## src/rtl/result_uart_tx.sv

```systemverilog
// Serialises a 32-bit result word as "XXXXXXXX\r\n" (uppercase ASCII hex, MSB nibble first)
// over an 8N1 UART line. Every output is taken straight from a register.
module result_uart_tx #(
    parameter int CLKS_PER_BIT = 104
) (
    input  logic        clk,
    input  logic        rst,
    input  logic        load,
    input  logic [31:0] data,
    output logic        tx,
    output logic        busy,
    output logic        done,
    output logic        overrun
);

    typedef enum logic [1:0] {IDLE, START, DATA, STOP} state_t;

    localparam logic [15:0] TIMER_MAX = 16'(CLKS_PER_BIT - 1);

    state_t      state_reg,    state_next;
    logic [15:0] timer_reg,    timer_next;
    logic [2:0]  bit_idx_reg,  bit_idx_next;
    logic [3:0]  byte_idx_reg, byte_idx_next;
    logic [31:0] data_reg,     data_next;
    logic        tx_reg,       tx_next;
    logic        busy_reg,     busy_next;
    logic        done_reg,     done_next;
    logic        overrun_reg,  overrun_next;

    logic [3:0]  nibble [8];
    logic [7:0]  cur_char;
    logic [2:0]  bit_idx_inc;

    function automatic logic [7:0] hex_ascii(input logic [3:0] n);
        return (n < 4'd10) ? {4'h3, n} : (8'h37 + {4'h0, n});
    endfunction

    // nibble[k] is the k-th character of the hex text, most significant first
    genvar gi;
    generate
        for (gi = 0; gi < 8; gi++) begin : g_nibble
            assign nibble[gi] = data_reg[31 - 4*gi -: 4];
        end
    endgenerate

    always_comb begin
        cur_char = 8'h0A;
        if (byte_idx_reg == 4'd8)
            cur_char = 8'h0D;
        else if (byte_idx_reg < 4'd8)
            cur_char = hex_ascii(nibble[byte_idx_reg[2:0]]);
    end

    assign bit_idx_inc = bit_idx_reg + 3'd1;

    always_ff @(posedge clk or posedge rst) begin
        if (rst) begin
            state_reg    <= IDLE;
            timer_reg    <= '0;
            bit_idx_reg  <= '0;
            byte_idx_reg <= '0;
            data_reg     <= '0;
            tx_reg       <= 1'b1;
            busy_reg     <= 1'b0;
            done_reg     <= 1'b0;
            overrun_reg  <= 1'b0;
        end else begin
            state_reg    <= state_next;
            timer_reg    <= timer_next;
            bit_idx_reg  <= bit_idx_next;
            byte_idx_reg <= byte_idx_next;
            data_reg     <= data_next;
            tx_reg       <= tx_next;
            busy_reg     <= busy_next;
            done_reg     <= done_next;
            overrun_reg  <= overrun_next;
        end
    end

    always_comb begin
        state_next    = state_reg;
        timer_next    = timer_reg;
        bit_idx_next  = bit_idx_reg;
        byte_idx_next = byte_idx_reg;
        data_next     = data_reg;
        tx_next       = tx_reg;
        busy_next     = busy_reg;
        done_next     = 1'b0;
        overrun_next  = overrun_reg | (load & busy_reg);

        if (state_reg == IDLE) begin
            tx_next = 1'b1;
            if (load) begin
                // start bit of byte 0 goes out on the accepting edge
                state_next    = START;
                timer_next    = '0;
                bit_idx_next  = '0;
                byte_idx_next = '0;
                data_next     = data;
                tx_next       = 1'b0;
                busy_next     = 1'b1;
            end
        end else if (timer_reg != TIMER_MAX) begin
            timer_next = timer_reg + 16'd1;
        end else begin
            timer_next = '0;
            case (state_reg)
                START: begin
                    state_next   = DATA;
                    bit_idx_next = '0;
                    tx_next      = cur_char[0];
                end
                DATA: begin
                    if (bit_idx_reg == 3'd7) begin
                        state_next = STOP;
                        tx_next    = 1'b1;
                    end else begin
                        bit_idx_next = bit_idx_inc;
                        tx_next      = cur_char[bit_idx_inc];
                    end
                end
                STOP: begin
                    if (byte_idx_reg == 4'd9) begin
                        state_next    = IDLE;
                        byte_idx_next = '0;
                        tx_next       = 1'b1;
                        busy_next     = 1'b0;
                        done_next     = 1'b1;
                    end else begin
                        state_next    = START;
                        byte_idx_next = byte_idx_reg + 4'd1;
                        tx_next       = 1'b0;
                    end
                end
                default: state_next = IDLE;
            endcase
        end
    end

    assign tx      = tx_reg;
    assign busy    = busy_reg;
    assign done    = done_reg;
    assign overrun = overrun_reg;

endmodule

```

## config.mk

```make
export PLATFORM = sky130hd
export DESIGN_NAME = result_uart_tx
export DESIGN_NICKNAME = d
export VERILOG_FILES = /design/src/rtl/result_uart_tx.sv
export SDC_FILE = /design/constraint.sdc
export NUM_CORES = 1
export LEC_CHECK = 0
export CAP_MARGIN = 20
export CORE_MARGIN = 4
export CORE_UTILIZATION = 35
export CTS_CLUSTER_SIZE = 12
export DETAILED_ROUTE_END_ITERATION = 8
export PLACE_DENSITY = 0.61
export SYNTH_ARGS = -nofsm -noshare
export SYNTH_HDL_FRONTEND = slang
export SYNTH_SLANG_ARGS = --single-unit
```

## constraint.sdc

```tcl
create_clock -name clk -period 7.5 [get_ports clk]
set_input_delay 1.125 -clock clk [delete_from_list [all_inputs] [get_ports clk]]
set_output_delay 1.125 -clock clk [all_outputs]
set_load 0.02 [all_outputs]
```

==> implementation parameters, run 1 <==
Parameter                              Value

Outcome
  Status    complete, no violations

Clock tree
  Buffers inserted during post-CTS setup optimization    0
  H-tree levels    3
  CTS Hold Bufs    0
  Clock tree from TritonCTS    done
  Clock root cell    clkbuf_8
  Insertion delay of the later-clocked pin in the worst-skew pair    approximately 0.34 ns
  Clock transition at the registers of the reported paths    0.07 ns
  Buffers from clock root to sink, at most    2
  Resized Gates After CTS    0
  Sink count of the clock tree    61
  Number of buffers created by CTS    9

Logic synthesis
  Synth Flop Type    dfrtp_1
  Instance count of the mapped netlist    296
  Sequential share of the synthesized area    0.4611
  Main combinational cell family by area after synthesis    multiplexers
  Area share of fa/ha/maj cells after synthesis    0.04154
  Post-Synthesis Cell Area    3313 µm²
  Yosys top cell by area    dfrtp_1
  Number of distinct library cells after synthesis    57
  Post-synthesis area per instance    approximately 11 µm²
  Share of synthesized flip-flops with an asynchronous set or reset    1.000
  Area fraction in and, or, nand and nor cells after synthesis    0.1261
  Mux cell area share after synthesis    0.1930
  Fraction of the mapped netlist area in compound gates    0.1322
  Yosys reg bits    61
  Number of enable-type register cells in the synthesized netlist    0
  Fraction of synthesized cell area taken by the top area cell type    0.4532
  Number of warnings printed during yosys synthesis    0
  Largest cells by area after synthesis    dfrtp_1, mux2_2, mux4_2
  Net Count, Synth    342
  Parity-gate share of the synthesized area counting xor and xnor cells    0.01586

GRT
  Largest net degree at the start of global routing    62
  Number of antenna violations at the first check in global routing    0
  Vias in the first global route    2326
  Total grt overflow    0
  First-pass GRT wire length    11720 µm
  Tot GR Track Use    0.1305

Final layout
  Number of flip-flops in the largest register    32
  Number of antenna diodes    0
  Number of nets in the layout    380
  Syn-to-layout area delta    21.19%
  Filler-free cell count of the finished design    468
  Fraction of layout cells with a size suffix above 1    0.2065
  Final core area utilization    0.4345

Die
  Core area    slightly above 9000 µm²
  Number of placed I/O pins    39
  Die X-Extent    105.3 µm
  Number of core rows    35
  Vert. Die Dim    105.3 µm
  Starting density of the core    0.3586
  DIE AREA    11090 µm²

STA
  Rel. slew slack    0.4835
  Setup Total Neg Slack    0 ns
  Count of final hold-check violations    0
  Total of endpoints with negative setup slack in the final report    0
  Final worst path period need    2.964 ns
  Highest attainable clock frequency    337.4 MHz
  Worst Skew    0.01056 ns
  Final count of pins violating max slew    0
  Final critical-path share of the clock period    0.3952
  Least setup slack across all paths after layout    around 4.5 ns
  Transition time at the pin with the least slew margin    roughly 0.77 ns
  Unrepaired setup endpoints after global routing    false

Detailed routing
  Drt drc    0
  Total vias in the final route    about 2.4k
  Total wirelength of the detailed-routed design    6862 µm
  Starting DRT DRC Count    around 130
  Mean number of vias per cell    5.122
  Post-route ant nets    0
  Drt first pass iters    4
  Routed len/inst    14.66 µm

Place
  Worst setup timing slack at the placement stage    4.550 ns
  Post-DP HPWL    around 4800 µm
  Placed instance count    452
  Port-buffer cells    38
  Routability cong.    0.7959

Setup path
  Worst setup EP type    flip-flop
  R2R Path End    tx
  Largest fanout of any net on the critical path    14
  Kind of critical path    reg -> reg
  Worst setup path endpoint    tx
  Number of cells on the worst reg-to-reg path    8
  FF-to-FF setup slack    4.54 ns
  Origin of the critical flop-to-flop path    byte_idx_reg[0]
  Arrival @ worst endpoint    3.23 ns
  Crit path launch type    flip-flop
  Required arrival time at the worst endpoint    ~7.8 ns
  Startpoint of the worst setup timing path    byte_idx_reg[0]

Pwr
  Peak supply drop    0.00009465 V
  Leakage power    1.722 nW
  Power density relative to cell area    167.3 nW/µm²

Hold path
  Class of the worst hold path    reg -> reg

Run
  Number of violations of the max-capacitance limit    0
[worst min-delay path by stage]
stage,from,cells past startpoint,slack [ns],to
finish,overrun,1,0.46,overrun
global route,overrun,1,0.48,overrun
CTS,overrun,1,0.46,overrun
detailed placement,overrun,1,0.44,overrun
global placement,overrun,1,0.44,overrun
floorplan,bit_idx_reg[1],1,0.47,bit_idx_reg[1]
[critical path, cell delays in order (launching register included)]
cell	delay, ns
dfrtp_1	0.78
mux4_2	0.60
mux2i_2	0.35
ha_1	0.28
and2_1	0.14
o21ai_1	0.06
a2111o_1	0.43
o2111a_1	0.15
o2bb2ai_1	0.12
[synth_stat cells, types with 2 or more instances]
library cell / count
o21ai_1: 7
o22ai_1: 2
buf_2: 2
o211ai_1: 2
a22o_1: 2
mux4_2: 8
mux2i_1: 4
nand4_1: 4
inv_1: 10
or3_1: 2
nor2b_1: 4
nor3_1: 3
mux2_2: 33
ha_1: 11
nor2_1: 10
or4_1: 2
o21ai_0: 27
nand2b_1: 3
and3_1: 4
xor2_1: 4
nand3_1: 7
xnor2_1: 2
nand2_1: 33
clkbuf_1: 9
o31ai_1: 2
and2_1: 2
o311ai_0: 2
a2111oi_0: 2
a31oi_1: 5
dfrtp_1: 60
a21oi_1: 2
[cell families after synthesis]
family / Yosys count
simple gates: 82
compound gates: 65
flops: 61
mux: 48
buf+inv: 23
fa+ha+maj: 11
xor+xnor: 6
[cell type report]
type                       count  area, µm²
multi-input combinational    212       1685
timing repair buffer          40      395.4
tap                          129      161.4
sequential                    61       1528
clock inverter                 4      72.57
inverter                      10      37.54
fill                         896       5225
clock buffer                  12      135.1
[metrics by stage]
step	power (mW)	hold WS (ns)	cell area, µm²
floorplan	0.3402	0.4698	3313
global placement	0.3611	0.4373	3807
detailed placement	0.3614	0.4439	3807
CTS	0.6838	0.4611	4015
global route	0.7009	0.4842	4015
finish	0.6717	0.4612	4015
[per-layer routing]
metal,track usage,part of all wire,vias up
met5,0,0,-
met4,0.04499,0.012,0
met3,0.03307,0.046,11
met2,0.1954,0.46,51
met1,0.1834,0.48,1178
li1,-,-,1157
[cells in the final DEF (no fill, tap or decap), types with 3 or more instances in the layout]
cell type | synthesis | layout
a31oi_1 | 5 | 5
and3_1 | 4 | 4
clkbuf_1 | 9 | 3
clkbuf_8 | 0 | 9
clkdlybuf4s50_1 | 0 | 38
dfrtp_1 | 60 | 60
ha_1 | 11 | 11
inv_1 | 10 | 9
mux2_2 | 33 | 33
mux2i_1 | 4 | 4
mux4_2 | 8 | 8
nand2_1 | 33 | 33
nand2b_1 | 3 | 3
nand3_1 | 7 | 7
nand4_1 | 4 | 4
nor2_1 | 10 | 10
nor2b_1 | 4 | 4
nor3_1 | 3 | 3
o21ai_0 | 27 | 27
o21ai_1 | 7 | 7
xor2_1 | 4 | 4
[power breakdown]
group	internal, mW	switching (mW)
combinational	0.0159	0.00923
clock	0.187	0.131
sequential	0.329	0.0000000000000000111
total	0.532	0.140
(Power assumes the default switching activity.)
==> run 2: changes to the inputs <==
--- a/config.mk
+++ b/config.mk
@@ -10,7 +10,7 @@
 export CORE_UTILIZATION = 35
 export CTS_CLUSTER_SIZE = 12
 export DETAILED_ROUTE_END_ITERATION = 8
-export PLACE_DENSITY = 0.61
+export PLACE_DENSITY = 0.63
 export SYNTH_ARGS = -nofsm -noshare
 export SYNTH_HDL_FRONTEND = slang
 export SYNTH_SLANG_ARGS = --single-unit
==> constraint.sdc (replaced) <==
create_clock -name clk -period 2.6 [get_ports clk]
set_input_delay 0.39 -clock clk [delete_from_list [all_inputs] [get_ports clk]]
set_output_delay 0.39 -clock clk [all_outputs]
set_load 0.02 [all_outputs]
==> run 2 against run 1 <==
Effect of this change: first-iteration DRC count rose by 5.6%; via count rose by 2.0%; worst hold slack got worse by 0.047 ns; register-to-register slack got worse by 4.4 ns; cell count rose by 1.3%; combinational power rose to 3.0 times the previous value; design area rose by 1.9%; core utilization rose by 0.84 points; total power rose to 2.9 times the previous value; global-route usage rose by 0.51 points; non-clock buffer count rose by 8.
==> implementation parameters, run 2 (synthesis results as in run 1) <==
Parameter                              Value

STA
  Unrepaired setup endpoints after global routing    false
  Total of endpoints with negative setup slack in the final report    0
  Worst Skew    approximately 0.014 ns
  Setup Total Neg Slack    0 ns
  Final worst path period need    2.427 ns
  Final critical-path share of the clock period    0.9335
  Highest attainable clock frequency    412.0 MHz
  Transition time at the pin with the least slew margin    0.7506 ns
  Count of final hold-check violations    0
  Final count of pins violating max slew    0
  Worst-case hold slack    0.4146 ns
  Rel. slew slack    0.4986

Detailed routing
  Drt first pass iters    4
  Drt drc    0
  Mean number of vias per cell    5.158
  Total vias in the final route    2445
  Routed len/inst    14.80 µm
  Total wirelength of the detailed-routed design    7015 µm
  Post-route ant nets    0
  Starting DRT DRC Count    133

Setup path
  Cell class contributing the biggest share of worst-path delay    simple AND/OR/NAND/NOR gates
  Ordered cell list for the critical path    or4_1, or4_4, or2_4, a21oi_2, mux2_1
  Required arrival time at the worst endpoint    2.81 ns
  Critical Path Slowest Stage Cell    or4_4
  Number of cells on the worst reg-to-reg path    5
  Arrival @ worst endpoint    2.64 ns
  Path length in cells of the critical path    5
  Kind of critical path    reg -> reg
  Critical path buffer and inverter count    0
  Crit path launch type    flip-flop
  Largest fanout of any net on the critical path    7
  Stage delay of the slowest cell on the critical path    0.57 ns
  FF-to-FF setup slack    0.17 ns
  Worst setup EP type    flip-flop

Final layout
  Register cell area after layout    1529 µm²
  Filler-free cell count of the finished design    474
  Number of flip-flops in the largest register    32
  Syn-to-layout area delta    23.53%
  Number of fill cells    891
  Fraction of layout cells with a size suffix above 1    0.2319
  Number of nets in the layout    388
  Top library cells by usage in the layout, fill and taps aside    dfrtp_1, clkdlybuf4s50_1, nand2_1, mux2_2, o21ai_0
  Most frequent standard cell in the layout excluding fill and tap cells    dfrtp_1
  Number of antenna diodes    0
  Footprint of the multi-input gates    1685 µm²

Pwr
  Switching Fraction    0.2016
  Logic pwr share    0.039
  Switching pwr    0.3922 mW
  Clk pwr share    0.473
  Flop pwr share    0.488
  Internal cell power    1.553 mW
  Leakage power    around 1.8 nW
  Final total power    1.945 mW
  Power density relative to cell area    roughly 480 nW/µm²
  Peak supply drop    0.0004330 V

Die
  Core area    9240 µm²
  DIE AREA    approximately 11000 µm²
  Starting density of the core    0.3586
  Vert. Die Dim    105.3 µm
  Number of placed I/O pins    39
  Die X-Extent    105.3 µm
  Number of core rows    35

Clock tree
  Clock tree from TritonCTS    done
  Sink count of the clock tree    61
  Insertion delay of the later-clocked pin in the worst-skew pair    0.33 ns
  H-tree levels    3
  Number of buffers created by CTS    9
  Buffers from clock root to sink, at most    2
  Clock root cell    clkbuf_8
  Clock transition at the registers of the reported paths    0.08 ns

GRT
  First-pass GRT wire length    12340 µm
  Number of antenna violations at the first check in global routing    0
  Tot GR Track Use    0.1356
  Vias in the first global route    2540
  Total grt overflow    0
  Largest net degree at the start of global routing    28

Outcome
  Status    complete, no violations

Hold path
  Class of the worst hold path    in -> async

Place
  Placed instance count    460
  Routability cong.    slightly above 0.8
  Port-buffer cells    38
  Post-DP HPWL    5232 µm

Run
  Number of violations of the max-capacitance limit    0
-- run 2: layer usage --
layer  up-vias  wire (µm)  track usage
li1       1172          -            -
met3        12        293      0.04103
met2        52       3316       0.2131
met4         0        110      0.03843
met5         -          0            0
met1      1209       3295       0.1812
-- run 2: cell type report --
type,count,area share
Inverter,10,0.009171
Clock buffer,10,0.03363
Tap cell,129,0.03944
Timing Repair Buffer,48,0.1143
Clock inverter,4,0.01804
Sequential cell,61,0.3736
Multi-Input combinational cell,212,0.4118
-- run 2: power by group through the flow --
stage	Sequential (mW)	Combinational (mW)	Clock (mW)
6_report	0.949	0.0764	0.920
3_3_place_gp	0.967	0.0786	0
2_1_floorplan	0.967	0.0146	0
5_1_grt	0.948	0.0848	0.993
3_5_place_dp	0.967	0.0792	0
4_1_cts	0.948	0.0794	0.953
-- run 2: path summary, 6_finish.rpt --
| check | endpoint | from |
|---|---|---|
| setup reg to reg | state_reg[1] | timer_reg[12] |
| hold reg to reg | overrun | overrun |
| max in group asynchronous | timer_reg[15] | rst |
| setup / recovery | state_reg[1] | timer_reg[12] |
| hold / removal | data_reg[1] | rst |
| min in group clk | overrun | overrun |
-- run 2: timing repair --
| item | 4_1_cts | 5_1_grt |
|---|---|---|
| endpoints found under the setup margin | 0 | 1 |
| resized for setup | 0 | 1 |
| hold buffers | 0 | 0 |
| buffers inserted | 0 | 0 |
-- run 2: worst reg2reg max path, cell delays in order, from the launching register on --
cell     delay [ns]
dfrtp_1        0.45
or4_1          0.52
or4_4          0.57
or2_4          0.28
a21oi_2        0.17
mux2_1         0.33
-- run 2: stage by stage --
step / setup WS, ns / cell area, µm² / util
4_1_cts: 0.07888 / 4091 / 0.4428
3_3_place_gp: 0.1781 / 3880 / 0.4199
3_5_place_dp: 0.09330 / 3880 / 0.4199
6_report: 0.1728 / 4093 / 0.4429
2_1_floorplan: 0.1781 / 3313 / -
5_1_grt: 0.001830 / 4093 / 0.4429
==> run 3: changes to the inputs <==
--- a/config.mk
+++ b/config.mk
@@ -7,10 +7,10 @@
 export LEC_CHECK = 0
 export CAP_MARGIN = 20
 export CORE_MARGIN = 4
-export CORE_UTILIZATION = 35
+export CORE_UTILIZATION = 51
 export CTS_CLUSTER_SIZE = 12
 export DETAILED_ROUTE_END_ITERATION = 8
-export PLACE_DENSITY = 0.63
+export PLACE_DENSITY = 0.84
 export SYNTH_ARGS = -nofsm -noshare
 export SYNTH_HDL_FRONTEND = slang
 export SYNTH_SLANG_ARGS = --single-unit
==> run 3 against run 2 <==
Effect of this change: sequential share of layout area grew 0.23 points; global-route usage increased by 5.1 points; worst hold slack lost 0.14 ns; design area shrank 0.61%; total power increased by 8.3%; combinational power down 1%; critical path type unchanged; critical endpoint unchanged.
==> implementation parameters, run 3 (synthesis results as in run 1) <==
Parameter                              Value

STA
  Total of endpoints with negative setup slack in the final report    0
  Worst-case hold slack    0.2727 ns
  Transition time at the pin with the least slew margin    a little under 0.7 ns
  Rel. slew slack    0.5488
  Final worst path period need    2.445 ns
  Highest attainable clock frequency    409.0 MHz
  Unrepaired setup endpoints after global routing    false
  Final critical-path share of the clock period    0.9404
  Worst Skew    0.007884 ns
  Final count of pins violating max slew    0
  Setup Total Neg Slack    0 ns
  Count of final hold-check violations    0

Detailed routing
  Starting DRT DRC Count    between 150 and 200
  Mean number of vias per cell    around 5.8
  Drt drc    0
  Routed len/inst    15.85 µm
  Total vias in the final route    2434
  Post-route ant nets    0
  Drt first pass iters    4
  Total wirelength of the detailed-routed design    6703 µm

Pwr
  Internal cell power    1.714 mW
  Logic pwr share    0.036
  Clk pwr share    0.514
  Switching pwr    slightly below 0.4 mW
  Final total power    2.107 mW
  Leakage power    1.789 nW
  Power density relative to cell area    518.1 nW/µm²
  Switching Fraction    0.1866
  Peak supply drop    0.0003550 V
  Flop pwr share    0.450

GRT
  Tot GR Track Use    0.1866
  Met3 GRT Util    0.03818
  Met1 demand-to-capacity share in global routing    0.2450
  Routing usage on met2    0.2978
  Total grt overflow    0
  Routing layer with the top usage in global route    met2
  Largest net degree at the start of global routing    35
  Vias in the first global route    2405
  First-pass GRT wire length    11130 µm
  Number of antenna violations at the first check in global routing    0

Setup path
  Arrival @ worst endpoint    2.66 ns
  Worst setup EP type    flip-flop
  Startpoint of the worst setup timing path    timer_reg[12]
  Crit path launch type    flip-flop
  Origin of the critical flop-to-flop path    timer_reg[12]
  FF-to-FF setup slack    0.15 ns
  Largest fanout of any net on the critical path    7
  Required arrival time at the worst endpoint    2.82 ns
  Kind of critical path    reg -> reg

Run
  Number of violations of the max-capacitance limit    0

Hold path
  Class of the worst hold path    in -> async

Clock tree
  Clock transition at the registers of the reported paths    about 0.07 ns
  Number of buffers created by CTS    9
  Insertion delay of the later-clocked pin in the worst-skew pair    0.34 ns
  Clock tree from TritonCTS    done
  Buffers from clock root to sink, at most    2
  Sink count of the clock tree    slightly above 60
  Clock root cell    clkbuf_8
  H-tree levels    3

Place
  Post-DP HPWL    4920 µm
  Routability cong.    0.8144
  Post-detailed-placement cell area    3807 µm²
  Port-buffer cells    38
  Placed instance count    407

Final layout
  Number of antenna diodes    0
  Number of nets in the layout    387
  Number of flip-flops in the largest register    32
  Filler-free cell count of the finished design    about 420
  Most frequent standard cell in the layout excluding fill and tap cells    dfrtp_1
  Syn-to-layout area delta    22.77%
  Fraction of layout cells with a size suffix above 1    0.2312
  Post-route design area    4068 µm²
  Top library cells by usage in the layout, fill and taps aside    dfrtp_1, clkdlybuf4s50_1, nand2_1, mux2_2, o21ai_0

Outcome
  Status    complete, no violations

Die
  Die X-Extent    just under 90 µm
  Vert. Die Dim    88.60 µm
  Number of placed I/O pins    39
  Core area    6314 µm²
  Number of core rows    29
  DIE AREA    7850 µm²
  Starting density of the core    0.5248
[run 3: cell types whose count changed in the layout (fill, tap and decap cells not counted)]
| cell | previous run | this run |
|---|---|---|
| buf_4 | 9 | 8 |
| clkinv_2 | 1 | 0 |
| clkbuf_1 | 0 | 1 |
| bufinv_16 | 2 | 3 |
| clkinv_4 | 1 | 0 |
| clkbuf_8 | 10 | 12 |
[run 3: stage by stage]
stage / util / setup slack, ns
2_1_floorplan: - / 0.1781
3_3_place_gp: 0.6031 / 0.2145
3_5_place_dp: 0.6031 / 0.1379
4_1_cts: 0.6441 / 0.1013
5_1_grt: 0.6443 / 0.05852
6_report: 0.6443 / 0.1550
[run 3: final cells by class]
cell class | count | area [µm²]
clock buffers | 13 | 168.9
clock inverters | 3 | 90.09
repair buffers | 47 | 460.4
well taps | 77 | 96.34
flip-flops and latches | 61 | 1529
multi-input cells | 212 | 1685
inverters | 10 | 37.54
fillers | 488 | 2246
[run 3: what timing repair did]
action / 4_1_cts / 5_1_grt
hold buffers: 0 / 0
endpoints found under the setup margin: 0 / 1
setup buffers: 0 / 0
resized for setup: 0 / 1
[run 3: path summary, 6_finish.rpt]
check / endpoint / cells after the start
worst max-delay path: state_reg[1] / 5
worst min-delay path: data_reg[30] / 2
worst max register to register: state_reg[1] / 5
worst min register to register: overrun / 1
max in group asynchronous: data_reg[19] / 3
min in group clk: overrun / 1
[run 3: power by group through the flow]
stage	sequential [mW]	combinational, mW	clock (mW)
6_report	0.949	0.0753	1.08
3_3_place_gp	0.967	0.0774	0
5_1_grt	0.948	0.0831	1.15
4_1_cts	0.949	0.0777	1.10
2_1_floorplan	0.967	0.0146	0
3_5_place_dp	0.967	0.0778	0
[run 3: worst max-delay path, stage by stage (launching register included)]
cell     delay (ns)
dfrtp_1        0.45
or4_1          0.52
or4_4          0.57
or2_4          0.28
a21oi_2        0.17
mux2_1         0.34
[run 3: per-layer routing]
| metal | routed length [µm] | up-vias |
|---|---|---|
| li1 | - | 1170 |
| met1 | 3015 | 1177 |
| met2 | 3249 | 77 |
| met3 | 357 | 10 |
| met4 | 81 | 0 |
| met5 | 0 | - |
